## config.mk

```make
export PLATFORM = sky130hd
export DESIGN_NAME = alu_issue_stage
export DESIGN_NICKNAME = d
export VERILOG_FILES = /design/src/rtl/alu_issue_stage.sv
export SDC_FILE = /design/constraint.sdc
export NUM_CORES = 1
export LEC_CHECK = 0
export ABC_AREA = 1
export BUFFER_PORTS_ARGS = -buffer_cell sky130_fd_sc_hd__buf_2
export CORE_MARGIN = 2
export CORE_UTILIZATION = 35
export CTS_CLUSTER_DIAMETER = 150
export DETAILED_ROUTE_END_ITERATION = 16
export PLACE_DENSITY = 0.49
export SLEW_MARGIN = 25
export SYNTH_ARGS = -nofsm -noshare
export SYNTH_HDL_FRONTEND = slang
export SYNTH_SLANG_ARGS = --single-unit
```

## constraint.sdc

```tcl
create_clock -name clk -period 3.1 [get_ports clk]
set_input_delay 0.465 -clock clk [delete_from_list [all_inputs] [get_ports clk]]
set_output_delay 0.465 -clock clk [all_outputs]
set_load 0.005 [all_outputs]
```

## src/rtl/alu_issue_stage.sv

```systemverilog
// alu_issue_stage: request FIFO feeding a combinational ALU, with settle-window hold and registered result capture.
module alu_issue_stage #(
  parameter int DEPTH  = 4,
  parameter int TAG_W  = 4,
  parameter int SETTLE = 2
) (
  input  logic                       clk,
  input  logic                       rst_n,
  input  logic                       flush,
  input  logic                       in_valid,
  output logic                       in_ready,
  input  logic [31:0]                in_a,
  input  logic [31:0]                in_b,
  input  logic [2:0]                 in_cmd,
  input  logic [TAG_W-1:0]           in_tag,
  output logic [31:0]                alu_operandA,
  output logic [31:0]                alu_operandB,
  output logic [2:0]                 alu_command,
  input  logic [31:0]                alu_result,
  input  logic                       alu_carryout,
  input  logic                       alu_overflow,
  output logic                       out_valid,
  input  logic                       out_ready,
  output logic [31:0]                out_result,
  output logic                       out_carryout,
  output logic                       out_zero,
  output logic                       out_overflow,
  output logic [TAG_W-1:0]           out_tag,
  output logic [$clog2(DEPTH):0]     count
);
  localparam int AW = $clog2(DEPTH);
  localparam int CW = AW + 1;
  localparam int SW = $clog2(SETTLE + 1);
  logic [31:0]      a_q [DEPTH];
  logic [31:0]      b_q [DEPTH];
  logic [2:0]       c_q [DEPTH];
  logic [TAG_W-1:0] t_q [DEPTH];
  logic [AW-1:0]    rd, wr;
  logic [SW-1:0]    cnt;
  logic [CW-1:0]    nxt_count;
  logic             busy, push, cap, load, arith;
  assign busy         = count != '0;
  assign in_ready     = !flush && (count < CW'(DEPTH));
  assign push         = in_valid && in_ready;
  assign cap          = !flush && busy && cnt == '0 && (!out_valid || out_ready);
  assign nxt_count    = count + CW'(push) - CW'(cap);
  // a fresh head restarts the settle window so the ALU output has time to resolve
  assign load         = (push && !busy) || (cap && nxt_count != '0);
  assign alu_operandA = busy ? a_q[rd] : '0;
  assign alu_operandB = busy ? b_q[rd] : '0;
  assign alu_command  = busy ? c_q[rd] : '0;
  assign arith        = alu_command <= 3'd1;
  always_ff @(posedge clk or negedge rst_n) begin
    if (!rst_n) begin
      count <= '0;
      rd    <= '0;
      wr    <= '0;
      cnt   <= '0;
      for (int i = 0; i < DEPTH; i++) begin
        a_q[i] <= '0;
        b_q[i] <= '0;
        c_q[i] <= '0;
        t_q[i] <= '0;
      end
    end else if (flush) begin
      count <= '0;
      rd    <= '0;
      wr    <= '0;
      cnt   <= '0;
    end else begin
      if (push) begin
        a_q[wr] <= in_a;
        b_q[wr] <= in_b;
        c_q[wr] <= in_cmd;
        t_q[wr] <= in_tag;
        wr      <= wr + 1'b1;
      end
      if (cap) rd <= rd + 1'b1;
      count <= nxt_count;
      cnt   <= load ? SW'(SETTLE) : cnt != '0 ? cnt - SW'(1) : cnt;
    end
  end
  always_ff @(posedge clk or negedge rst_n) begin
    if (!rst_n) begin
      out_valid    <= 1'b0;
      out_result   <= '0;
      out_carryout <= 1'b0;
      out_zero     <= 1'b0;
      out_overflow <= 1'b0;
      out_tag      <= '0;
    end else if (cap) begin
      out_valid    <= 1'b1;
      out_result   <= alu_result;
      out_carryout <= arith && alu_carryout;
      out_zero     <= alu_result == '0;
      out_overflow <= arith && alu_overflow;
      out_tag      <= t_q[rd];
    end else if (out_ready) begin
      out_valid <= 1'b0;
    end
  end
endmodule

```

==> run metrics, run 1 <==
status=finished clean; final worst-path cycle share=91.8%; met1 GRT Util=26.0%; DRC violations left=0; GRT overflow=0; path category of the worst min-delay check=input pin to flip-flop; cts bufs inserted=41; CP bufs+invs=2; worst path arrival time=2380 ps; M2 GR Usage=29.7%; clk slew on worst S/H paths=50 ps; GRT met3 Usage=2.95%; crit-path max FO=142; initial antenna violation count=0; final setup vio count=0; Core Region=0.0428 mm^2; # Post-CTS Setup Buffers=0; CTS sink cnt=333; full die area=0.0447 mm^2; pin count of the biggest net entering global routing=143; minimum clock period=2850 ps; mux cell area share after synthesis=0%; commonest cells after routing, fill and taps aside=o21ai_0, nand2_1, dfrtp_1; Overall Power=18.1 mW; dpl cells=2464; total negative slack=0 ps; ANT nets after route=0; Total GRT Usage=18.6%; number of global-route vias before repair=11900; Post-Synth XOR/XNOR Area=0%; CP top delay family=buffers and inverters; max incr delay on CP=530 ps; vias post-DR=12300; Synth Register Bits=333; Max IR drop VDD=0.000505 V; CP required=2630 ps; Final Slew Violations=0; Max Cap Viol=0; CTS H-tree depth=2; first-pass GRT wire length=65.7 mm; Adder-Cell Fraction of Synth Area=0.714%; clk root buf=clkbuf_16; Area contributors post-synth=dfrtp_1, o21ai_0, nand2_1; Final Skew=9.41 ps; largest family of logic cells by synthesized area=compound AO/OA/AOI/OAI gates; Setup Crit Path Kind=flip-flop to output pin; final hold vios=0; Synth Area in Compound Gates=18.5%; clock tree buffer depth=3; layout cells sized above 1=17.5%; part of the Yosys area used for sequential elements=55.3%; die width=211 um; post-synthesis cell type count=25; CP startpoint kind=flip-flop; largest area contributor in the netlist=dfrtp_1; slowest CP cell=buf_12; Placer Congestion=0.785; simple-gate share of the synthesized area=17.1%; # port buffers=220; DIE HEIGHT=211 um; Syn Area/Cell=8.40 um^2; layout net count=2080; GRT busiest layer=met2; Synth top area share=55.3%; Mapped Nets=1911; Starting Density=35.2%; warnings from Yosys=0; RSZ-0062 raised after global routing=false; via/cell ratio=4.83; register area=0.00834 mm^2; crit path cell chain=buf_12 > nor2_1 > nor2_1 > o21ai_0 > a21oi_1 > buf_2; Routed Wire Length=41.0 mm; area occupied by multi-input gates=0.00547 mm^2; Area growth syn-to-layout=18.3%; fin cells=2541; DR iter-0 viols=758; crit end category=output pin; # rows=76; post-synth design cell area=0.0151 mm^2; CTS tree=done; Fmax=351 MHz; post-DR wirelength/cell=16.2 um; commonest non-fill, non-tap cell in the layout=o21ai_0; # fillers=4472; power per standard cell area=1020 mW/mm^2; Area after DPL=0.0164 mm^2; relative slew slack=52.0%; actual slew at the worst max-slew pin=721 ps; I/O pins=221; Top cell by count, worst path=nor2_1; # diodes=0; clk_lat worst skew=550 ps; router iterations before antenna repair=5; LEAKAGE=8.95 nW; post-DP HPWL=24.2 mm; Cells after Synth=1793; Final Cell Area=0.0178 mm^2
worst min-delay path, stage by stage:
cell and delay, ps:
buf_2 100, nand2_1 50, o21ai_0 70
where the power goes:
part / leakage (nW) / internal [mW] / switching, mW / total (mW)
clock network: 0.683 / 2.93 / 1.86 / 4.79
logic: 3.99 / 2.38 / 3.77 / 6.15
registers: 4.28 / 6.24 / 0.940 / 7.18
total: 8.95 / 11.5 / 6.57 / 18.1
final cells by class:
class,instances,area share [%]
clock inverters,6,0.211
multi-input cells,1211,30.7
inverters,126,2.70
repair buffers,249,8.31
flip-flops and latches,333,46.8
clock buffers,70,7.50
well taps,546,3.83
through the flow:
stage / setup slack (ps) / hold WS, ps / util [%]
3_3_place_gp: 548 / 459 / 38.4
3_5_place_dp: 502 / 457 / 38.4
2_1_floorplan: 594 / 169 / -
6_report: 254 / 184 / 41.7
5_1_grt: 112 / 164 / 41.7
4_1_cts: 243 / 147 / 41.7
sequential cells by signal (all words and copies together), names as in the netlist, 2 cells and up:
| register | count |
|---|---|
| wr | 2 |
| t_q | 16 |
| b_q | 128 |
| out_result | 32 |
| rd | 2 |
| count | 3 |
| c_q | 12 |
| out_tag | 4 |
| a_q | 128 |
| cnt | 2 |
Yosys cell counts:
master,n
ha_1,7
o21ai_1,25
nand3_1,2
fa_1,1
nor3_1,1
inv_2,2
clkbuf_1,52
nor2_1,290
o22ai_1,4
buf_2,31
buf_6,37
o21ai_2,23
nand2_4,5
a21oi_1,66
buf_4,3
nand2_1,358
dfrtp_1,333
nor2_4,1
inv_8,1
o21ai_0,418
clkinv_1,1
nand4_1,8
a22o_1,1
nand3_2,1
inv_1,122
cells by family (layout without fill, tap and decap cells):
family | Yosys count | count (layout)
and+or+nand+nor | 666 | 666
DFF | 333 | 333
adders and majority gates | 8 | 8
buffers and inverters | 249 | 451
AOI/OAI and AO/OA | 537 | 537
final timing paths:
| kind | start | cells past startpoint | slack, ps | end |
|---|---|---|---|---|
| setup / recovery | rd[0] | 6 | 250 | alu_operandA[24] |
| setup reg to reg | count[1] | 19 | 530 | cnt[1] |
| max in group asynchronous | rst_n | 4 | 1780 | b_q[105] |
| min in group asynchronous | rst_n | 2 | 440 | out_result[10] |
| hold / removal | alu_carryout | 3 | 180 | out_carryout |
| hold reg to reg | out_tag[2] | 2 | 470 | out_tag[2] |
per-layer routing:
metal,vias to the layer above,routed length [um]
li1,6110,-
met1,5835,19800
met2,282,18500
met3,45,1960
met4,0,754
met5,-,0
timing repair:
item	in CTS	in global routing
endpoints found under the hold margin	56	0
hold buffers	1	0
resized for setup	0	0
Power figures use the tool's default switching activity.
==> inputs of run 2 (changes only) <==
==> constraint.sdc (replaced) <==
create_clock -name clk -period 3.5 [get_ports clk]
set_input_delay 0.525 -clock clk [delete_from_list [all_inputs] [get_ports clk]]
set_output_delay 0.525 -clock clk [all_outputs]
set_load 0.005 [all_outputs]
==> run 2 against run 1 <==
- core utilization decreased by 0.44 points
- largest power group unchanged
- critical path depth stayed put
- clock skew grew 0.66 ps
- first-iteration DRC count is 15% higher
- flip-flop and latch count stayed put
- setup slack improved by 310 ps
- sequential power decreased by 12%
==> run metrics, run 2 (synthesis gave the netlist of run 1 again) <==
NetSw=5.77 mW (-12%); Total GRT Usage=18.9% (+0.30 points); router iterations before antenna repair=7 (+2); Overall Power=15.7 mW (-13%); # fillers=4436 (-0.81%); Fmax=340 MHz; CTS sink cnt=333 (unchanged); first-pass GRT wire length=66.9 mm (+1.7%); # port buffers=220 (unchanged); cts bufs inserted=39 (-4.9%); via/cell ratio=4.84 (+0.16%); Largest regs=a_q x128, b_q x128, out_result x32; layout net count=2077 (-0.14%); clk root buf=clkbuf_16; CP required=2970 ps (+340 ps); Placer Congestion=0.762 (-2.9%); initial antenna violation count=1 (+1); final setup vio count=0 (unchanged); minimum clock period=2940 ps; GRT overflow=0 (unchanged); ANT nets after route=0 (unchanged); number of global-route vias before repair=12000 (+0.34%); power per standard cell area=891 mW/mm^2 (-12%); worst setup margin=562 ps (+308 ps); DRC violations left=0 (unchanged); Placement Setup Slack=858 ps (+356 ps); actual slew at the worst max-slew pin=811 ps (+89.9 ps); commonest non-fill, non-tap cell in the layout=o21ai_0; # rows=76 (unchanged); switching part of the total=36.7% (+0.47 points); status=finished clean; Final Slew Violations=0 (unchanged); Setup Crit Path Kind=flip-flop to output pin; DIE HEIGHT=211 um (unchanged); relative slew slack=46.0% (-6.0 points); CTS H-tree depth=2 (unchanged); layout cells sized above 1=17.1% (-0.42 points); Core Region=0.0428 mm^2 (unchanged); die width=211 um (unchanged); Area growth syn-to-layout=17.0%; CTS tree=done; total negative slack=0 ps (unchanged); Routed Wire Length=41.5 mm (+1.0%); LEAKAGE=8.86 nW (-1.0%); Starting Density=35.2% (unchanged); fin cells=2533 (-0.31%); clock tree buffer depth=3 (unchanged); CP startpoint kind=flip-flop; crit-path max FO=142 (unchanged); Final Cell Area=0.0176 mm^2 (-1.1%); combinational power share=34.8% (+0.9 points); Final Skew=10.1 ps (+0.658 ps); final worst-path cycle share=83.9%; Seq pwr share=40.4% (+0.8 points); pin count of the biggest net entering global routing=143 (unchanged); full die area=0.0447 mm^2 (unchanged); RSZ-0062 raised after global routing=false; Max IR drop VDD=0.000498 V (-1.4%); Int Pwr=9.94 mW (-14%); I/O pins=221 (unchanged); clock power share=24.8% (-1.6 points); clk_lat worst skew=540 ps (about the same); Max Cap Viol=0 (unchanged); path category of the worst min-delay check=input pin to flip-flop; vias post-DR=12300 (-0.15%); worst path arrival time=2410 ps (+30 ps); post-DP HPWL=24.2 mm (+0.33%); DR iter-0 viols=871 (+15%); final hold vios=0 (unchanged); clk slew on worst S/H paths=60 ps (about the same); post-DR wirelength/cell=16.4 um (+1.3%); crit end category=output pin; # Post-CTS Setup Buffers=0 (unchanged); dpl cells=2463 (-0.041%); commonest cells after routing, fill and taps aside=o21ai_0, nand2_1, dfrtp_1; Area after DPL=0.0164 mm^2 (-0.20%)
## run 2: changes by cell type in the layout (fill, tap and decap cells not counted)
cell       before  now
clkinv_2        5    8
buf_4          16   17
clkbuf_8       16    8
inv_6           2    0
clkbuf_1       11   12
diode_2         0    1
buf_12         12   10
clkbuf_16      43   41
## run 2: worst max-delay path, cell delays in order (launching register included)
cell and delay [ps]:
dfrtp_4 430, buf_12 540, nor2_1 110, nor2_1 100, o21ai_0 90, a21oi_1 360
buf_2 190
## run 2: power by group through the flow
| stage | Clock [mW] | Combinational (mW) | Sequential (mW) |
|---|---|---|---|
| floorplan | 0 | 3.62 | 6.24 |
| global placement | 0 | 5.47 | 6.36 |
| detailed placement | 0 | 5.54 | 6.40 |
| CTS | 4.05 | 5.57 | 6.35 |
| global route | 4.19 | 6.33 | 6.55 |
| finish | 3.90 | 5.46 | 6.35 |
## run 2: per-stage QoR
stage | hold slack (ps) | utilization (%)
after floorplan | 229 | -
after global placement | 458 | 38.3
after detailed placement | 463 | 38.3
after CTS | 209 | 41.2
after global routing | 247 | 41.2
final | 253 | 41.2
## run 2: path summary, 6_finish.rpt
check / start / endpoint / slack, ps / cells past startpoint
worst min-delay path: alu_carryout / out_carryout / 250 / 3
worst max register to register: count[1] / cnt[1] / 960 / 19
max in group asynchronous: rst_n / a_q[53] / 2010 / 3
worst max-delay path: rd[0] / alu_operandA[25] / 560 / 6
worst min register to register: a_q[26] / a_q[26] / 480 / 2
min in group asynchronous: rst_n / out_result[11] / 570 / 2
## run 2: layout make-up
cell class / count / area (um^2) / share of cell area (%)
Inverter: 126 / 482 / 2.73
Tap cell: 546 / 683 / 3.87
Antenna cell: 1 / 2.50 / 0.0142
Clock inverter: 7 / 35.0 / 0.199
Multi-Input combinational cell: 1211 / 5470 / 31.0
Sequential cell: 333 / 8340 / 47.3
Clock buffer: 61 / 1180 / 6.70
Timing Repair Buffer: 248 / 1450 / 8.22
## run 2: routing by layer
metal	GRT usage, %	up-vias	share of wire, %
met5	0	-	0.031
met2	30.0	277	45
li1	-	6112	-
met4	5.39	2	1.9
met3	2.86	55	4.3
met1	26.7	5807	49
## run 2: timing repair
item,in CTS,in global routing
hold buffers,1,0
endpoints found under the hold margin,2,0
gates resized for setup,0,0
==> inputs of run 3 (changes only) <==
--- a/config.mk
+++ b/config.mk
@@ -5,7 +5,7 @@
 export SDC_FILE = /design/constraint.sdc
 export NUM_CORES = 1
 export LEC_CHECK = 0
-export ABC_AREA = 1
+export ABC_AREA = 0
 export BUFFER_PORTS_ARGS = -buffer_cell sky130_fd_sc_hd__buf_2
 export CORE_MARGIN = 2
 export CORE_UTILIZATION = 35
==> constraint.sdc (replaced) <==
create_clock -name clk -period 3 [get_ports clk]
set_input_delay 0.45 -clock clk [delete_from_list [all_inputs] [get_ports clk]]
set_output_delay 0.45 -clock clk [all_outputs]
set_load 0.005 [all_outputs]
==> run 3 against run 2 <==
- clock skew about the same
- cell count down 26%
- synthesized cell count shrank 45%
- setup slack lost 370 ps
- routed wire length is 11% lower
- synthesized area grew 8.2%
==> run metrics, run 3 <==
status=finished clean; ys async rst share=100% (unchanged); Setup Crit Path Kind=flip-flop to flip-flop; clk slew on worst S/H paths=60 ps (about the same); Worst Setup EP=cnt[0]; switching part of the total=28.6% (-8.1 points); crit path from=count[0]; met1 GRT Util=21.2% (-5.6 points); post-synthesis cell type count=35 (+40%); EDFF count, synth=0 (unchanged); # rows=79 (+3.9%); GRT overflow=0 (unchanged); actual slew at the worst max-slew pin=851 ps (+40.1 ps); final hold vios=0 (unchanged); commonest non-fill, non-tap cell in the layout=dfrtp_1; commonest cells after routing, fill and taps aside=dfrtp_1, mux2_4, buf_2; Core Region=0.0463 mm^2 (+8.1%); Post-synth top cells=dfrtp_1, mux2_4, nand2_1, mux4_2, and2_1; Area growth syn-to-layout=17.4%; slowest CP cell=or3_2; post-DP HPWL=22.6 mm (-6.7%); Final Cell Area=0.0191 mm^2 (+8.6%); Syn Area/Cell=16.4 um^2 (+96%); via/cell ratio=4.76 (-1.7%); Max Cap Viol=0 (unchanged); Largest regs=a_q x128, b_q x128, out_result x32; path category of the worst min-delay check=input pin to flip-flop; combinational power share=37.6% (+2.8 points); post-synth design cell area=0.0163 mm^2 (+8.2%); count leader, synth=dfrtp_1; Total GRT Usage=15.6% (-3.3 points); max incr delay on CP=520 ps (-20 ps); post-DR wirelength/cell=19.9 um (+21%); Fmax=356 MHz; clock tree buffer depth=3 (unchanged); RSZ-0062 raised after global routing=false; # port buffers=220 (unchanged); clock power share=23.8% (-1.0 points); Crit Reg-Reg Startpoint=count[0]; initial antenna violation count=3 (+2); GRT busiest layer=met2; Final Slew Violations=0 (unchanged); Post-synth top flop=dfrtp_1; Final Util=41.4% (+0.17 points); CTS H-tree depth=2 (unchanged); Seq pwr share=38.6% (-1.8 points); Final Skew=9.76 ps (-0.313 ps); Cells after Synth=992 (-45%); pin count of the biggest net entering global routing=74 (-48%); clk root buf=clkbuf_16; I/O pins=221 (unchanged); Area after DPL=0.0178 mm^2 (+8.6%); ANT nets after route=0 (unchanged); cts bufs inserted=41 (+5.1%); DR iter-0 viols=431 (-51%); crit path cell chain=or3_2 > nand3_4 > inv_4 > ha_4 > inv_1 > ha_1 > inv_1 > fa_2 > xor2_1 > xnor2_1 > a31oi_1 > a2111oi_1; vias post-DR=8863 (-28%); CP required=3420 ps (+450 ps); final worst-path cycle share=93.6%; CP startpoint kind=flip-flop; total negative slack=0 ps (unchanged); Synth Register Bits=333 (unchanged); Area contributors post-synth=dfrtp_1, mux2_4, mux4_2; layout cells sized above 1=54.7% (+38 points); clk_lat worst skew=550 ps (about the same); part of the Yosys area used for sequential elements=51.1% (-4.2 points); die width=220 um (+3.9%); Routed Wire Length=37.0 mm (-11%); minimum clock period=2810 ps; Top cell by count, worst path=inv_1; Worst Reg-to-Reg Cells=12 (-7); Synth top area share=51.1% (-4.2 points); crit-path max FO=2 (-99%); router iterations before antenna repair=4 (-3); Int Pwr=14.1 mW (+42%); largest area contributor in the netlist=dfrtp_1; Placer Congestion=0.742 (-2.6%); crit end category=flip-flop; CTS tree=done; DIE HEIGHT=220 um (+3.9%); Max IR drop VDD=0.000576 V (+16%); NetSw=5.67 mW (-1.8%); relative slew slack=43.3% (-2.7 points); number of global-route vias before repair=9743 (-19%); layout net count=1347 (-35%); final setup vio count=0 (unchanged); full die area=0.0483 mm^2 (+8.0%); CTS sink cnt=333 (unchanged); Mapped Nets=1110 (-42%); Overall Power=19.8 mW (+26%); DRC violations left=0 (unchanged); warnings from Yosys=0 (unchanged); worst path arrival time=3230 ps (+820 ps); FF-to-FF setup slack=190 ps (-770 ps); LEAKAGE=8.98 nW (+1.3%); hold_ws=112 ps (-140 ps); M2 GR Usage=24.8% (-5.2 points); first-pass GRT wire length=58.1 mm (-13%); power per standard cell area=1030 mW/mm^2 (+16%); worst reg2reg endpoint=cnt[0]; GRT met3 Usage=3.40% (+0.53 points); Starting Density=35.2% (about the same)
run 3: changes by cell type in the layout (fill, tap and decap cells not counted), sizes merged, moves of 8 or more:
cell,previous run,this run
a21oi,66,1
and2,0,70
buf,247,259
inv,124,11
mux2,0,288
mux4,0,71
nand2,363,105
nor2,291,6
nor4,0,8
o21ai,466,2
run 3: logic make-up after synthesis:
family          share of synthesized area (%)
flops                                    51.1
buf+inv                                  5.23
fa+ha+maj                               0.660
compound gates                          0.468
simple gates                             6.12
xor+xnor                                0.215
mux                                      36.2
run 3: layout make-up:
cell class                 count  area [um^2]
tap                          607          759
antenna                        1         2.50
inverter                      11         43.8
timing repair buffer         260         1600
sequential                   333         8340
multi-input combinational    582         7140
clock buffer                  61         1160
fill                        4297        27100
clock inverter                 8         92.6
run 3: power by group through the flow:
| stage | Clock [mW] | Sequential (mW) | Combinational (mW) |
|---|---|---|---|
| floorplan | 0 | 7.34 | 5.55 |
| global placement | 0 | 7.70 | 7.38 |
| detailed placement | 0 | 7.68 | 7.48 |
| CTS | 4.88 | 7.68 | 7.51 |
| global route | 5.08 | 7.91 | 8.11 |
| finish | 4.71 | 7.63 | 7.44 |
run 3: timing repair:
action | CTS | global route
buffers inserted | 0 | 7
hold endpoints to repair | 65 | 0
resized for setup | 0 | 2
setup endpoints to repair | 0 | 6
hold buffers | 1 | 0
run 3: how the worst min path moves through the flow:
| stage | start | to | slack [ps] | cells past startpoint |
|---|---|---|---|---|
| CTS | alu_result[27] | out_result[27] | 70 | 3 |
| global route | alu_result[18] | out_result[18] | 80 | 3 |
| global placement | out_result[19] | out_result[19] | 450 | 2 |
| finish | alu_result[3] | out_result[3] | 110 | 3 |
| floorplan | rst_n | a_q[0] | 150 | 0 |
| detailed placement | out_result[24] | out_result[24] | 460 | 2 |
run 3: through the flow:
step | cells | setup WS (ps)
2_1_floorplan | 992 | 14.2
3_3_place_gp | 1785 | 232
3_5_place_dp | 1785 | 197
4_1_cts | 1855 | 37.7
5_1_grt | 1862 | 0.386
6_report | 1863 | 193
run 3: critical path: cells and delay by family (launching register included):
| family | cells | cell delay, ps |
|---|---|---|
| xor gates and xnor gates | 2 | 360 |
| adders and majority gates | 3 | 700 |
| DFF | 1 | 370 |
| buffers and inverters | 3 | 140 |
| AOI/OAI and AO/OA | 2 | 510 |
| and+or+nand+nor | 2 | 620 |
run 3: per-layer routing:
layer | wire length (um) | vias up
met5 | 21 | -
met4 | 1010 | 4
met3 | 1690 | 64
met2 | 17500 | 156
met1 | 16800 | 4649
li1 | - | 3990
